[config.mk]
export PLATFORM = sky130hd
export DESIGN_NAME = flash_fetch_ctrl
export DESIGN_NICKNAME = d
export VERILOG_FILES = /design/src/rtl/flash_ctrl_pkg.sv /design/src/rtl/rr_arbiter2.sv /design/src/rtl/flash_fetch_ctrl.sv
export SDC_FILE = /design/constraint.sdc
export NUM_CORES = 1
export LEC_CHECK = 0
export BUFFER_PORTS_ARGS = -buffer_cell sky130_fd_sc_hd__buf_2
export CORE_MARGIN = 4
export CORE_UTILIZATION = 45
export CTS_BUF_LIST = sky130_fd_sc_hd__clkbuf_4
export DETAILED_ROUTE_END_ITERATION = 12
export PLACE_DENSITY = 0.79
export SLEW_MARGIN = 10
export SYNTH_ARGS = -nofsm -noshare
export SYNTH_HDL_FRONTEND = slang
export SYNTH_SLANG_ARGS = --single-unit
[constraint.sdc]
create_clock -name clk -period 2.15 [get_ports clk]
set_input_delay 0.3225 -clock clk [delete_from_list [all_inputs] [get_ports clk]]
set_output_delay 0.3225 -clock clk [all_outputs]
set_load 0.02 [all_outputs]
[src/rtl/flash_ctrl_pkg.sv]
// Shared types for the flash fetch controller.
// FSM states, request size codes, flash byte-size constant.
package flash_ctrl_pkg;

  typedef enum logic [1:0] {
    IDLE = 2'd0,
    RD   = 2'd1,
    GAP  = 2'd2,
    DONE = 2'd3
  } state_e;

  typedef enum logic [1:0] {
    SZ_1B  = 2'd0,
    SZ_2B  = 2'd1,
    SZ_4B  = 2'd2,
    SZ_RSV = 2'd3
  } size_e;

  localparam logic [2:0] FLASH_BYTE_SIZE = 3'd1;

  function automatic logic [1:0] last_byte(size_e s);
    logic [1:0] r;
    case (s)
      SZ_1B:   r = 2'd0;
      SZ_2B:   r = 2'd1;
      default: r = 2'd3;
    endcase
    return r;
  endfunction

endpackage

[src/rtl/rr_arbiter2.sv]
// Two-way round-robin arbiter, one-hot grant.
// Ports: clk, rst, req_i[1:0], accept_i, gnt_o[1:0].
module rr_arbiter2 (
  input  logic       clk,
  input  logic       rst,
  input  logic [1:0] req_i,
  input  logic       accept_i,
  output logic [1:0] gnt_o
);

  // id of the last granted requester
  logic last_q;

  always_ff @(posedge clk) begin
    if (rst) begin
      last_q <= 1'b1;
    end else if (accept_i) begin
      last_q <= gnt_o[1];
    end
  end

  always_comb begin
    gnt_o = 2'b00;
    unique case (1'b1)
      (req_i == 2'b11): gnt_o = last_q ? 2'b01 : 2'b10;
      (req_i == 2'b01): gnt_o = 2'b01;
      (req_i == 2'b10): gnt_o = 2'b10;
      default:          gnt_o = 2'b00;
    endcase
  end

endmodule

[src/rtl/flash_fetch_ctrl.sv]
// Byte-serial flash read controller shared by two requesters.
// Ports: clk/rst, req0_*/req1_* request+response, flash_* byte port.
module flash_fetch_ctrl
  import flash_ctrl_pkg::*;
#(
  parameter int ADDR_WIDTH = 32,
  parameter int TIMEOUT    = 64
) (
  input  logic                  clk,
  input  logic                  rst,
  input  logic                  req0_valid,
  input  logic [ADDR_WIDTH-1:0] req0_addr,
  input  logic [1:0]            req0_size,
  output logic                  req0_ready,
  output logic                  req0_rvalid,
  output logic [31:0]           req0_rdata,
  output logic                  req0_rerr,
  input  logic                  req1_valid,
  input  logic [ADDR_WIDTH-1:0] req1_addr,
  input  logic [1:0]            req1_size,
  output logic                  req1_ready,
  output logic                  req1_rvalid,
  output logic [31:0]           req1_rdata,
  output logic                  req1_rerr,
  output logic [ADDR_WIDTH-1:0] flash_addr,
  output logic                  flash_read_en,
  output logic [2:0]            flash_byte_size,
  input  logic [7:0]            flash_data,
  input  logic                  flash_ready
);

  localparam int TW = $clog2(TIMEOUT + 1);

  state_e                state_q, state_d;
  logic [ADDR_WIDTH-1:0] addr_q, addr_d;
  size_e                 size_q, size_d;
  logic                  id_q, id_d;
  logic [1:0]            cnt_q, cnt_d;
  logic [TW-1:0]         tmo_q, tmo_d;
  logic [31:0]           data_q, data_d;
  logic                  err_q, err_d;

  logic [1:0] req;
  logic [1:0] gnt;
  logic       accept;
  size_e      sel_size;

  assign req    = {req1_valid, req0_valid};
  assign accept = (state_q == IDLE) && (|req);
  assign sel_size = size_e'(gnt[1] ? req1_size : req0_size);

  rr_arbiter2 u_arb (
    .clk     (clk),
    .rst     (rst),
    .req_i   (req),
    .accept_i(accept),
    .gnt_o   (gnt)
  );

  always_ff @(posedge clk) begin
    if (rst) begin
      state_q <= IDLE;
      addr_q  <= '0;
      size_q  <= SZ_1B;
      id_q    <= 1'b0;
      cnt_q   <= '0;
      tmo_q   <= '0;
      data_q  <= '0;
      err_q   <= 1'b0;
    end else begin
      state_q <= state_d;
      addr_q  <= addr_d;
      size_q  <= size_d;
      id_q    <= id_d;
      cnt_q   <= cnt_d;
      tmo_q   <= tmo_d;
      data_q  <= data_d;
      err_q   <= err_d;
    end
  end

  always_comb begin
    state_d = state_q;
    addr_d  = addr_q;
    size_d  = size_q;
    id_d    = id_q;
    cnt_d   = cnt_q;
    tmo_d   = tmo_q;
    data_d  = data_q;
    err_d   = err_q;
    unique case (state_q)
      IDLE: begin
        if (accept) begin
          id_d   = gnt[1];
          addr_d = gnt[1] ? req1_addr : req0_addr;
          size_d = sel_size;
          cnt_d  = '0;
          tmo_d  = '0;
          data_d = '0;
          err_d  = (sel_size == SZ_RSV);
          // reserved size takes one dead cycle in GAP so its
          // answer lands at the same latency as a 1-byte read
          state_d = (sel_size == SZ_RSV) ? GAP : RD;
        end
      end
      RD: begin
        if (flash_ready) begin
          tmo_d = '0;
          case (cnt_q)
            2'd0:    data_d[7:0]   = flash_data;
            2'd1:    data_d[15:8]  = flash_data;
            2'd2:    data_d[23:16] = flash_data;
            default: data_d[31:24] = flash_data;
          endcase
          state_d = (cnt_q == last_byte(size_q)) ? DONE : GAP;
        end else if (tmo_q == TW'(TIMEOUT - 1)) begin
          tmo_d   = '0;
          data_d  = '0;
          err_d   = 1'b1;
          state_d = DONE;
        end else begin
          tmo_d = tmo_q + TW'(1);
        end
      end
      GAP: begin
        if (err_q) begin
          state_d = DONE;
        end else begin
          addr_d  = addr_q + ADDR_WIDTH'(1);
          cnt_d   = cnt_q + 2'd1;
          state_d = RD;
        end
      end
      DONE: begin
        state_d = IDLE;
      end
      default: state_d = IDLE;
    endcase
  end

  assign req0_ready = accept & gnt[0];
  assign req1_ready = accept & gnt[1];

  assign req0_rvalid = (state_q == DONE) & ~id_q;
  assign req1_rvalid = (state_q == DONE) & id_q;
  assign req0_rdata  = req0_rvalid ? data_q : '0;
  assign req1_rdata  = req1_rvalid ? data_q : '0;
  assign req0_rerr   = req0_rvalid & err_q;
  assign req1_rerr   = req1_rvalid & err_q;

  assign flash_read_en   = (state_q == RD);
  assign flash_addr      = addr_q;
  assign flash_byte_size = FLASH_BYTE_SIZE;

endmodule

* Yosys cells after proc, flatten, opt, wreduce, memory -nomap -nowiden
Cells that the tools add are included.
Cells by class: add/subtract/negate cells 3, eq/ne operators 21, multiplexer cells 38, bitwise logic cells 7, reductions and logical operators 17
Operators with widths (number):
- $mux W32 | 8
- $pmux W32 S2 | 2
- $add A32 B1 Y32 const B | 1
- $mux W8 | 4
- $mux W2 | 11
- $mux W7 | 3
- $reduce_and A4 Y1 | 5
- $pmux W7 S2 | 1
- $eq A2 B2 Y1 const B | 6
- $ne A3 B2 Y1 const B | 3
- $eq A2 B1 Y1 const B | 4
- $pmux W2 S2 | 2
- $pmux W2 S4 | 1
- $add A7 B1 Y7 const B | 1
- $eq A7 B6 Y1 const B | 1
- $and A1 B1 Y1 | 6
- $logic_not A2 Y1 | 3
- $ne A2 B2 Y1 const B | 3
- $pmux W2 S3 | 1
- $reduce_and A2 Y1 | 3
- $mux W1 | 4
- $reduce_bool A2 Y1 | 2
- $ne A3 B1 Y1 const B | 1
- $ne A3 B3 Y1 const B | 1
- other kinds (9) | 9
Word-level totals: flip-flop bits (word level) 80, input port bits 81, word-level logic and storage cells 98

* Logic depth before layout (Yosys ltp)
Gate-level depths: netlist (run 1).
word-level depth 8, gate-level depth with buffers 7, depth with buffers taken out 6

* Cells and area by module
A second synthesis (run 1) with hierarchy kept.
Second synthesis, totals: cells, all modules 627, area total of the unflattened synthesis 5043.6 µm²
Modules (own cells, without submodules):
- flash_fetch_ctrl | instances 1, cells an instance 621, area each 4989.8 µm², seq. area each 1581.5 µm²
- rr_arbiter2 | instances 1, cells an instance 6, area each 53.8 µm², seq. area each 20.0 µm²

* Least setup slack after synthesis (run 1)
Ideal clock, no wire load.
path kind flip-flop to flip-flop, from register addr_q[0], in the netlist flash_addr[0], to register addr_q[24], in the netlist flash_addr[24], arrival 1.703 ns, path slack 0.313 ns, cell stages (with the launch flop) 8, path buffers 1, period minus slack after synthesis 1.837 ns, path through dfxtp_1 > ha_1 > nand3_1 > nor4_4 > buf_6 > nand3_2 > a221oi_2 > a211oi_1
On the way: word-level cells in the longest chain between the ends 3
RTL lines:
- start, declared | RTL line flash_fetch_ctrl.sv:35 | logic [ADDR_WIDTH-1:0] addr_q, addr_d;
- start signal, assigned | RTL line flash_fetch_ctrl.sv:72 | addr_q <= addr_d;
- $add A32 B1 Y32 | RTL line flash_fetch_ctrl.sv:129 | addr_d = addr_q + ADDR_WIDTH'(1);
- $mux W32 | RTL line flash_fetch_ctrl.sv:126 | if (err_q) begin
- $pmux W32 S2 | RTL line flash_fetch_ctrl.sv:91 | unique case (state_q)
Every way passes these cells. The select of a mux whose other input is x is not followed. A chain may end at the register's enable or synchronous reset.

* Worst setup path after layout (run 1)
from register state_q[1], to output req0_rdata[8]
On the way: word-level cells in the longest chain between the ends 3
RTL lines:
- start, declared | RTL line flash_fetch_ctrl.sv:34 | state_e state_q, state_d;
- start signal, assigned | RTL line flash_fetch_ctrl.sv:71 | state_q <= state_d;
- $eq A2 B2 Y1 | RTL line flash_fetch_ctrl.sv:144 | assign req0_rvalid = (state_q == DONE) & ~id_q;
- $and A1 B1 Y1 | RTL line flash_fetch_ctrl.sv:144
- $mux W32 | RTL line flash_fetch_ctrl.sv:146 | assign req0_rdata = req0_rvalid ? data_q : '0;
- end, declared | RTL line flash_fetch_ctrl.sv:16 | output logic [31:0] req0_rdata,
Every way passes these cells.

==> results of run 1 <==
metrics by stage:
stage                     hold WS, ns  area (sq um)  instances  setup WS (ns)  TNS (ns)
after floorplan                 0.440          5190        676          0.313         0
after global placement          0.456          6270        974          0.321         0
after detailed placement        0.464          6270        974          0.279         0
after CTS                       0.116          6410        989         0.0303         0
after global routing            0.117          6680       1001        -0.0699     -1.48
final                           0.136          6680       1001        -0.0214   -0.0758
path summary, 6_finish.rpt:
path / from / to / slack, ns
max reg2reg: state_q[0] / flash_addr[19] / 0.08
min: req1_size[1] / size_q[1] / 0.14
max: state_q[1] / req0_rdata[8] / -0.02
min reg2reg: tmo_q[6] / tmo_q[6] / 0.49
placed cells by master, fill, tap and decap left out, types with 3 or more instances in the layout:
master	count
buf_6	10
a21oi_1	65
buf_8	3
buf_12	5
and2_4	5
nand3_1	22
a311oi_1	4
nand4_1	10
a211oi_1	5
nand2_1	103
and3_1	9
clkbuf_16	3
buf_2	164
nor3_1	21
a31oi_1	10
o31ai_1	3
dfxtp_1	78
inv_1	5
clkinv_4	3
nor3b_1	5
o21ai_0	32
clkbuf_4	9
o21ai_4	5
mux2i_1	37
nor4_4	3
nor2_1	37
buf_4	35
and2_1	65
ha_1	6
conb_1	3
nand2b_1	36
state kept, by name, summed over array words and instances, names as in the netlist:
name / count
data_q: 32
flash_addr: 32
tmo_q: 7
cnt_q: 2
size_q: 2
state_q: 2
err_q: 1
id_q: 1
u_arb.last_q: 1
cells by family after synthesis:
family                     after synthesis  synth area share
other                                    2           0.00145
buffers and inverters                   55            0.0560
DFF                                     80             0.309
and+or+nand+nor                        345             0.362
AOI/OAI and AO/OA                      149             0.182
adders and majority gates                6            0.0145
muxes                                   38            0.0744
worst min-delay path: stages:
cell and delay (ns):
buf_2 0.11, nand2_1 0.05, a311oi_1 0.08
routing by layer:
layer  GRT usage  part of all wire  vias up  wire length (um)
met5           0                 0        -                 0
li1            -                 -     2712                 -
met2       0.386              0.50      227              8250
met4      0.0782             0.023        0               388
met3      0.0616             0.071       30              1170
met1       0.287              0.41     2591              6730
power breakdown:
group	switching [W]	leakage (nW)	total (W)	internal [W]
registers	0.000179	0.655	0.00181	0.00163
clock network	0.000577	0.0740	0.000932	0.000354
logic	0.000878	2.41	0.00149	0.000611
total	0.00163	3.14	0.00423	0.00259
cell type report:
cell class                 instances  area (sq um)  area share
clock buffer                       9          67.6      0.0101
timing repair buffer             220          1420       0.212
multi-input combinational        541          3330       0.498
clock inverter                     6          68.8      0.0103
sequential                        80          1610       0.241
inverter                           5          18.8     0.00281
tap                              140           175      0.0262
what timing repair did:
action	CTS	global route
pin swaps	0	1
setup endpoints to repair	65	64
buffers inserted	0	8
gates resized for setup	4	45
cloned	0	4
==> impl_metrics.yaml, run 1 <==
yosys:
  ys.warnings.count: 0
  synth_edf_count: 0
  seq_area_frac_synth: 0.309
  syn_inst: 675
  synth_area_sq_um: 5180
  synthFlopType: "dfxtp_1"
  ys_seq_elements: 80
  ys_top_cells_by_area: "dfxtp_1 31%, and2_1 8.5%, nand2_1 7.5%, mux2i_1 7.1%, a21oi_1 6.3%"
  yosysUniqueCellTypes: 71
  synth_top_area_frac: 0.309
  async_reset_ff_frac: 0
  yosys-top-cells-count: "104 x nand2_1, 80 x dfxtp_1, 70 x and2_1, 65 x a21oi_1, 38 x nor2_1"
  synth.avg_cell_area_sq_um: 7.68
  yosysMostFrequentCell: "nand2_1"
  yosys.area.top_type: "dfxtp_1"
grt:
  grt_max_degree: 55
  grt_antenna_before_repair: 0
  overflow: 0
  grt_pass1_vias: 4984
  grt_pass1_wl_um: 24600
  grt_use_total: 0.230
critical_path:
  cp.depth: 6
  cp_slowest_cell: "dfxtp_4"
  cp.arrival_ns: 1.85
  critPathLaunchType: "register"
  reg2reg_depth: 6
  crit_chain: "buf_8, nand2_2, nor2_4, clkbuf_16, and2_1, buf_4"
  path_class: "register to output port"
  path_max_fanout: 8
  critPathBufInv: 3
  crit_family: "simple AND/OR/NAND/NOR gates"
  critPathRequiredTime_ns: 1.83
  cp-end-kind: "output port"
  crit_path_max_incr_delay_ns: 0.39
clock_network:
  cts_hold_buf: 0
  cts_sinks: 80
  root_buffer: "clkbuf_4"
  cts_tree: "done"
  htreeDepth: 3
  cts_max_path_buffers: 2
  clock_latency_ns: 0.46
  numCtsBuffers: 9
  clk_pin_slew_ns: 0.13
outcome:
  status: "finished, violations left"
  violations: "negative setup slack"
floorplanning:
  start_util: 0.470
  die_y_um: 115
  fp-row-count: 38
  num_io_pins: 187
  core_area_sq_um: 11000
  die_x_um: 115
  die_area_sq_um: 13300
layout:
  n_antenna_cell: 0
  fin_nets: 944
  drive_above_1_share: 0.321
  area_delta_synth_final_pct: 28.9
  post-route-util: 0.606
  fill_cells: 980
drt:
  detail-route-antenna-nets: 0
  vias: 5560
  vias_per_cell: 5.55
  drtIter0Drc: 470
  drc: 0
  dr.pass1.iters: 5
  routedWlPerCell_um: 16.5
  routed_wl_um: 16500
placement:
  dpl.hpwl_um: 11500
  port_buffers: 183
  gp_congestion: 0.834
sta:
  hold_viol_final: 0
  fmax_ghz: 0.461
  relSlewSlack: 0.545
  skew_ns: 0.0150
  worstMarginPinSlew_ns: 0.682
  min_period_over_period: 1.01
  setup_ws_ns: -0.0214
  finalSetupViolCount: 9
  slew_viol_final: 0
  fin_crit_ns: 2.17
  rsz0062_at_grt: "yes"
power:
  irDropWorstVdd_mv: 0.361
  leakage_nw: 3.14
  power.total_w: 0.00423
  power_density_nw_per_um2: 633
hold_path:
  whs_path_depth: 3
  worstHoldPathType: "primary input to register"
job:
  max_cap_violations: 0
(Power assumes the default switching activity.)
==> run 2, diff against run 1 <==
- CORE_ASPECT_RATIO: default -> 1.75
- MAX_ROUTING_LAYER: default -> met4
==> impl_metrics.yaml, run 2 (same netlist as run 1, synthesis figures left out) <==
drt:
  routedWlPerCell_um: 16.2
  wl_met2_um: 8730
  highest_layer: "met4"
  wl_met3_um: 1260
  drc: 0
  met1_length_um: 5640
  vias: 5494
  vias_per_cell: 5.56
  drtIter0Drc: 253
  dr.pass1.iters: 5
  routed_wl_um: 16100
  detail-route-antenna-nets: 0
grt:
  grt_pass1_vias: 5192
  grt_max_degree: 37
  overflow: 0
  grt_antenna_before_repair: 1
  grt_pass1_wl_um: 24800
  grt_use_total: 0.242
sta:
  worstMarginPinSlew_ns: 0.560
  skew_ns: 0.0156
  hold_viol_final: 0
  fin_crit_ns: 2.04
  setup_ws_ns: 0.110
  fmax_ghz: 0.490
  rsz0062_at_grt: "no"
  min_period_over_period: 0.949
  finalSetupViolCount: 0
  slew_viol_final: 0
  relSlewSlack: 0.624
  tns_ns: 0
clock_network:
  cts_tree: "done"
  clock_latency_ns: 0.45
  cts_sinks: 80
  htreeDepth: 3
  cts_max_path_buffers: 2
  cts_hold_buf: 0
  root_buffer: "clkbuf_4"
  clk_pin_slew_ns: 0.14
  numCtsBuffers: 9
placement:
  dp.cells: 971
  dpl.hpwl_um: 12300
  gp_congestion: 0.856
  pre_cts_ws_ns: 0.252
  place_area_sq_um: 6240
  port_buffers: 183
critical_path:
  crit_path_max_incr_delay_ns: 0.42
  path_class: "register to output port"
  critPathBufInv: 3
  critPathLaunchType: "register"
  path_max_fanout: 16
  critPathRequiredTime_ns: 1.83
  cp_slowest_cell: "dfxtp_4"
  crit_chain: "buf_4, nand2_1, nor2_4, buf_6, and2_1, buf_2"
  cp-end-kind: "output port"
  crit_family: "buffers and inverters"
  cp.arrival_ns: 1.72
floorplanning:
  die_x_um: 89.1
  start_util: 0.461
  die_area_sq_um: 13400
  num_io_pins: 187
  die_y_um: 150
  fp-row-count: 51
  core_area_sq_um: 11200
outcome:
  status: "complete, no violations"
layout:
  fill_cells: 1100
  fin_nets: 938
  fin_area_sq_um: 6410
  final_common_cell: "buf_2"
  drive_above_1_share: 0.311
  area_delta_synth_final_pct: 23.6
  final_cell_mix: "183 x buf_2, 104 x nand2_1, 78 x dfxtp_1"
  post-route-util: 0.571
  final_cells: 989
power:
  irDropWorstVdd_mv: 0.541
  power_density_nw_per_um2: 629
  leakage_nw: 3.05
job:
  max_cap_violations: 0
hold_path:
  worstHoldPathType: "primary input to register"
run 2: cell count changes in the layout (fill, tap and decap cells not counted), sizes merged:
cell	change
buf	-3
bufinv	-1
clkbuf	-3
clkinv	-1
clkinvlp	+2
diode	+1
inv	+1
run 2: worst reg2reg max path: cells and delay by family, from the launching register on:
| kind | cells | cell delay, ns |
|---|---|---|
| flops | 1 | 0.40 |
| compound gates | 2 | 0.49 |
| mux | 1 | 0.17 |
| fa+ha+maj | 1 | 0.23 |
| simple gates | 2 | 0.52 |
run 2: area by class of cell:
| type | instances | area [sq um] | area share |
|---|---|---|---|
| Sequential cell | 80 | 1610 | 0.251 |
| Antenna cell | 1 | 2.50 | 0.000391 |
| Tap cell | 132 | 165 | 0.0258 |
| Clock inverter | 7 | 55.1 | 0.00859 |
| Inverter | 5 | 18.8 | 0.00293 |
| Timing Repair Buffer | 214 | 1180 | 0.184 |
| Clock buffer | 9 | 67.6 | 0.0105 |
| Multi-Input combinational cell | 541 | 3310 | 0.517 |
run 2: through the flow:
stage | hold slack [ns] | total power [W]
2_1_floorplan | 0.440 | 0.00274
3_3_place_gp | 0.457 | 0.00320
3_5_place_dp | 0.471 | 0.00322
4_1_cts | 0.105 | 0.00404
5_1_grt | 0.117 | 0.00425
6_report | 0.125 | 0.00403
run 2: path summary, 6_finish.rpt:
| check | start | to | slack (ns) | depth (start not counted) |
|---|---|---|---|---|
| worst max-delay path | state_q[0] | req0_rdata[27] | 0.11 | 6 |
| worst min-delay path | req1_size[0] | size_q[0] | 0.12 | 3 |
| worst max register to register | tmo_q[1] | data_q[15] | 0.22 | 6 |
| worst min register to register | tmo_q[6] | tmo_q[6] | 0.49 | 2 |
run 2: timing repair:
action	CTS	global route
pin swaps	0	0
gates resized for setup	2	10
buffers inserted	0	0
cloned	0	1
setup endpoints to repair	65	65
run 2: power breakdown:
| group | total [W] | internal [W] | leakage [nW] | switching, W |
|---|---|---|---|---|
| logic | 0.00139 | 0.000552 | 2.33 | 0.000840 |
| registers | 0.00181 | 0.00163 | 0.655 | 0.000183 |
| clock network | 0.000825 | 0.000247 | 0.0629 | 0.000578 |
run 2: metal layers:
| metal | vias to the layer above | global-route usage |
|---|---|---|
| met5 | - | - |
| met4 | 0 | 0.0849 |
| met3 | 29 | 0.0452 |
| met2 | 244 | 0.445 |
| met1 | 2518 | 0.249 |
| li1 | 2703 | - |
==> run 3, diff against run 2 <==
- CELL_PAD_IN_SITES_DETAIL_PLACEMENT: default -> 0
- CELL_PAD_IN_SITES_GLOBAL_PLACEMENT: default -> 1
- CORE_UTILIZATION: 45 -> 37
- PLACE_DENSITY: 0.79 -> 0.89
==> impl_metrics.yaml, run 3 (same netlist as run 1, synthesis figures left out) <==
outcome:
  status: "complete, no violations"
clock_network:
  clk_pin_slew_ns: 0.14
  cts_tree: "done"
  htreeDepth: 3
  clock_latency_ns: 0.45
  cts_sinks: 80
  cts_max_path_buffers: 2
  root_buffer: "clkbuf_4"
  cts_hold_buf: 0
  numCtsBuffers: 9
critical_path:
  critPathLaunchType: "register"
  crit_top_cell: "buf_6"
  path_class: "register to output port"
  path_max_fanout: 8
  cp.arrival_ns: 1.75
  critPathRequiredTime_ns: 1.83
  crit_path_max_incr_delay_ns: 0.39
  cp-end-kind: "output port"
  crit_chain: "buf_6, nand2_2, nor2_4, buf_6, clkbuf_16, and2_4, buf_6"
  cp_slowest_cell: "dfxtp_4"
placement:
  dpl.hpwl_um: 12700
  gp_congestion: 0.884
  place_area_sq_um: 6380
  port_buffers: 183
drt:
  routed_wl_um: 17100
  detail-route-antenna-nets: 0
  dr.pass1.iters: 7
  routedWlPerCell_um: 16.3
  vias: 5412
  met1_length_um: 6480
  drc: 0
  drtIter0Drc: 164
  wl_met3_um: 822
  wl_met2_um: 9340
  highest_layer: "met4"
  vias_per_cell: 5.15
power:
  power.total_w: 0.00424
  switching_share: 0.381
  leakage_nw: 3.18
  pwr-share-clk: 0.220
  internal_power_w: 0.00262
  p_comb_frac: 0.355
  irDropWorstVdd_mv: 0.320
  seq_power_share: 0.424
  p_sw_w: 0.00162
  power_density_nw_per_um2: 623
layout:
  final_common_cell: "buf_2"
  drive_above_1_share: 0.337
  final_cell_mix: "164 x buf_2, 102 x nand2_1, 78 x dfxtp_1"
  fin_nets: 954
  area_delta_synth_final_pct: 31.2
  fin_area_sq_um: 6800
floorplanning:
  die_area_sq_um: 16000
  die_x_um: 97.5
  die_y_um: 165
  fp-row-count: 57
  num_io_pins: 187
  core_area_sq_um: 13800
  start_util: 0.375
grt:
  grt_antenna_before_repair: 1
  overflow: 0
  grt_pass1_vias: 5116
  grt_pass1_wl_um: 25800
  grt_use_total: 0.203
  grt_max_degree: 35
sta:
  rsz0062_at_grt: "yes"
  tns_ns: 0
  hold_viol_final: 0
  relSlewSlack: 0.622
  min_period_over_period: 0.965
  skew_ns: 0.0241
  worstMarginPinSlew_ns: 0.566
  fin_crit_ns: 2.07
  finalSetupViolCount: 0
  slew_viol_final: 0
  fmax_ghz: 0.482
job:
  max_cap_violations: 0
hold_path:
  worstHoldPathType: "primary input to register"
[run 3: routing by layer]
metal  vias to the layer above  GRT usage
li1                       2729          -
met1                      2479      0.207
met2                       173      0.387
met3                        31     0.0334
met4                         0     0.0762
met5                         -          -
[run 3: cell type report]
class,count,area [sq um]
timing repair buffer,230,1460
sequential,80,1610
clock buffer,10,75.1
antenna,1,2.50
tap,177,221
fill,1420,7040
multi-input combinational,541,3340
clock inverter,6,70.1
inverter,5,18.8
[run 3: worst paths after layout]
check	from	end	slack, ns	depth (start not counted)
setup / recovery	state_q[1]	req0_rdata[3]	0.08	7
hold / removal	req0_size[1]	size_q[1]	0.15	3
setup reg to reg	flash_addr[1]	flash_addr[18]	0.20	7
hold reg to reg	tmo_q[6]	tmo_q[6]	0.49	2
[run 3: critical path: cells and delay by family, from the launching register on]
family	cells	cell delay, ns
and+or+nand+nor	3	0.38
buffers and inverters	4	0.53
DFF	1	0.39
[run 3: stage by stage]
stage	hold WS, ns	setup WS (ns)	instances	utilization
after floorplan	0.440	0.313	676	-
after global routing	0.133	-0.0130	1050	0.491
after CTS	0.115	0.00646	1038	0.472
final	0.146	0.0753	1050	0.491
after detailed placement	0.469	0.237	1022	0.461
after global placement	0.456	0.277	1022	0.461
[run 3: power by group through the flow]
| stage | Combinational, W | Sequential (W) | Clock, W |
|---|---|---|---|
| CTS | 0.00145 | 0.00179 | 0.000957 |
| finish | 0.00150 | 0.00180 | 0.000933 |
| global route | 0.00165 | 0.00182 | 0.00101 |
| floorplan | 0.000817 | 0.00192 | 0 |
| global placement | 0.00144 | 0.00182 | 0 |
| detailed placement | 0.00145 | 0.00183 | 0 |
[run 3: repair_timing]
| item | 4_1_cts | 5_1_grt |
|---|---|---|
| resized for setup | 3 | 55 |
| setup buffers | 0 | 9 |
| gates cloned | 0 | 2 |
| setup endpoints to repair | 68 | 66 |
| pin swaps | 0 | 1 |
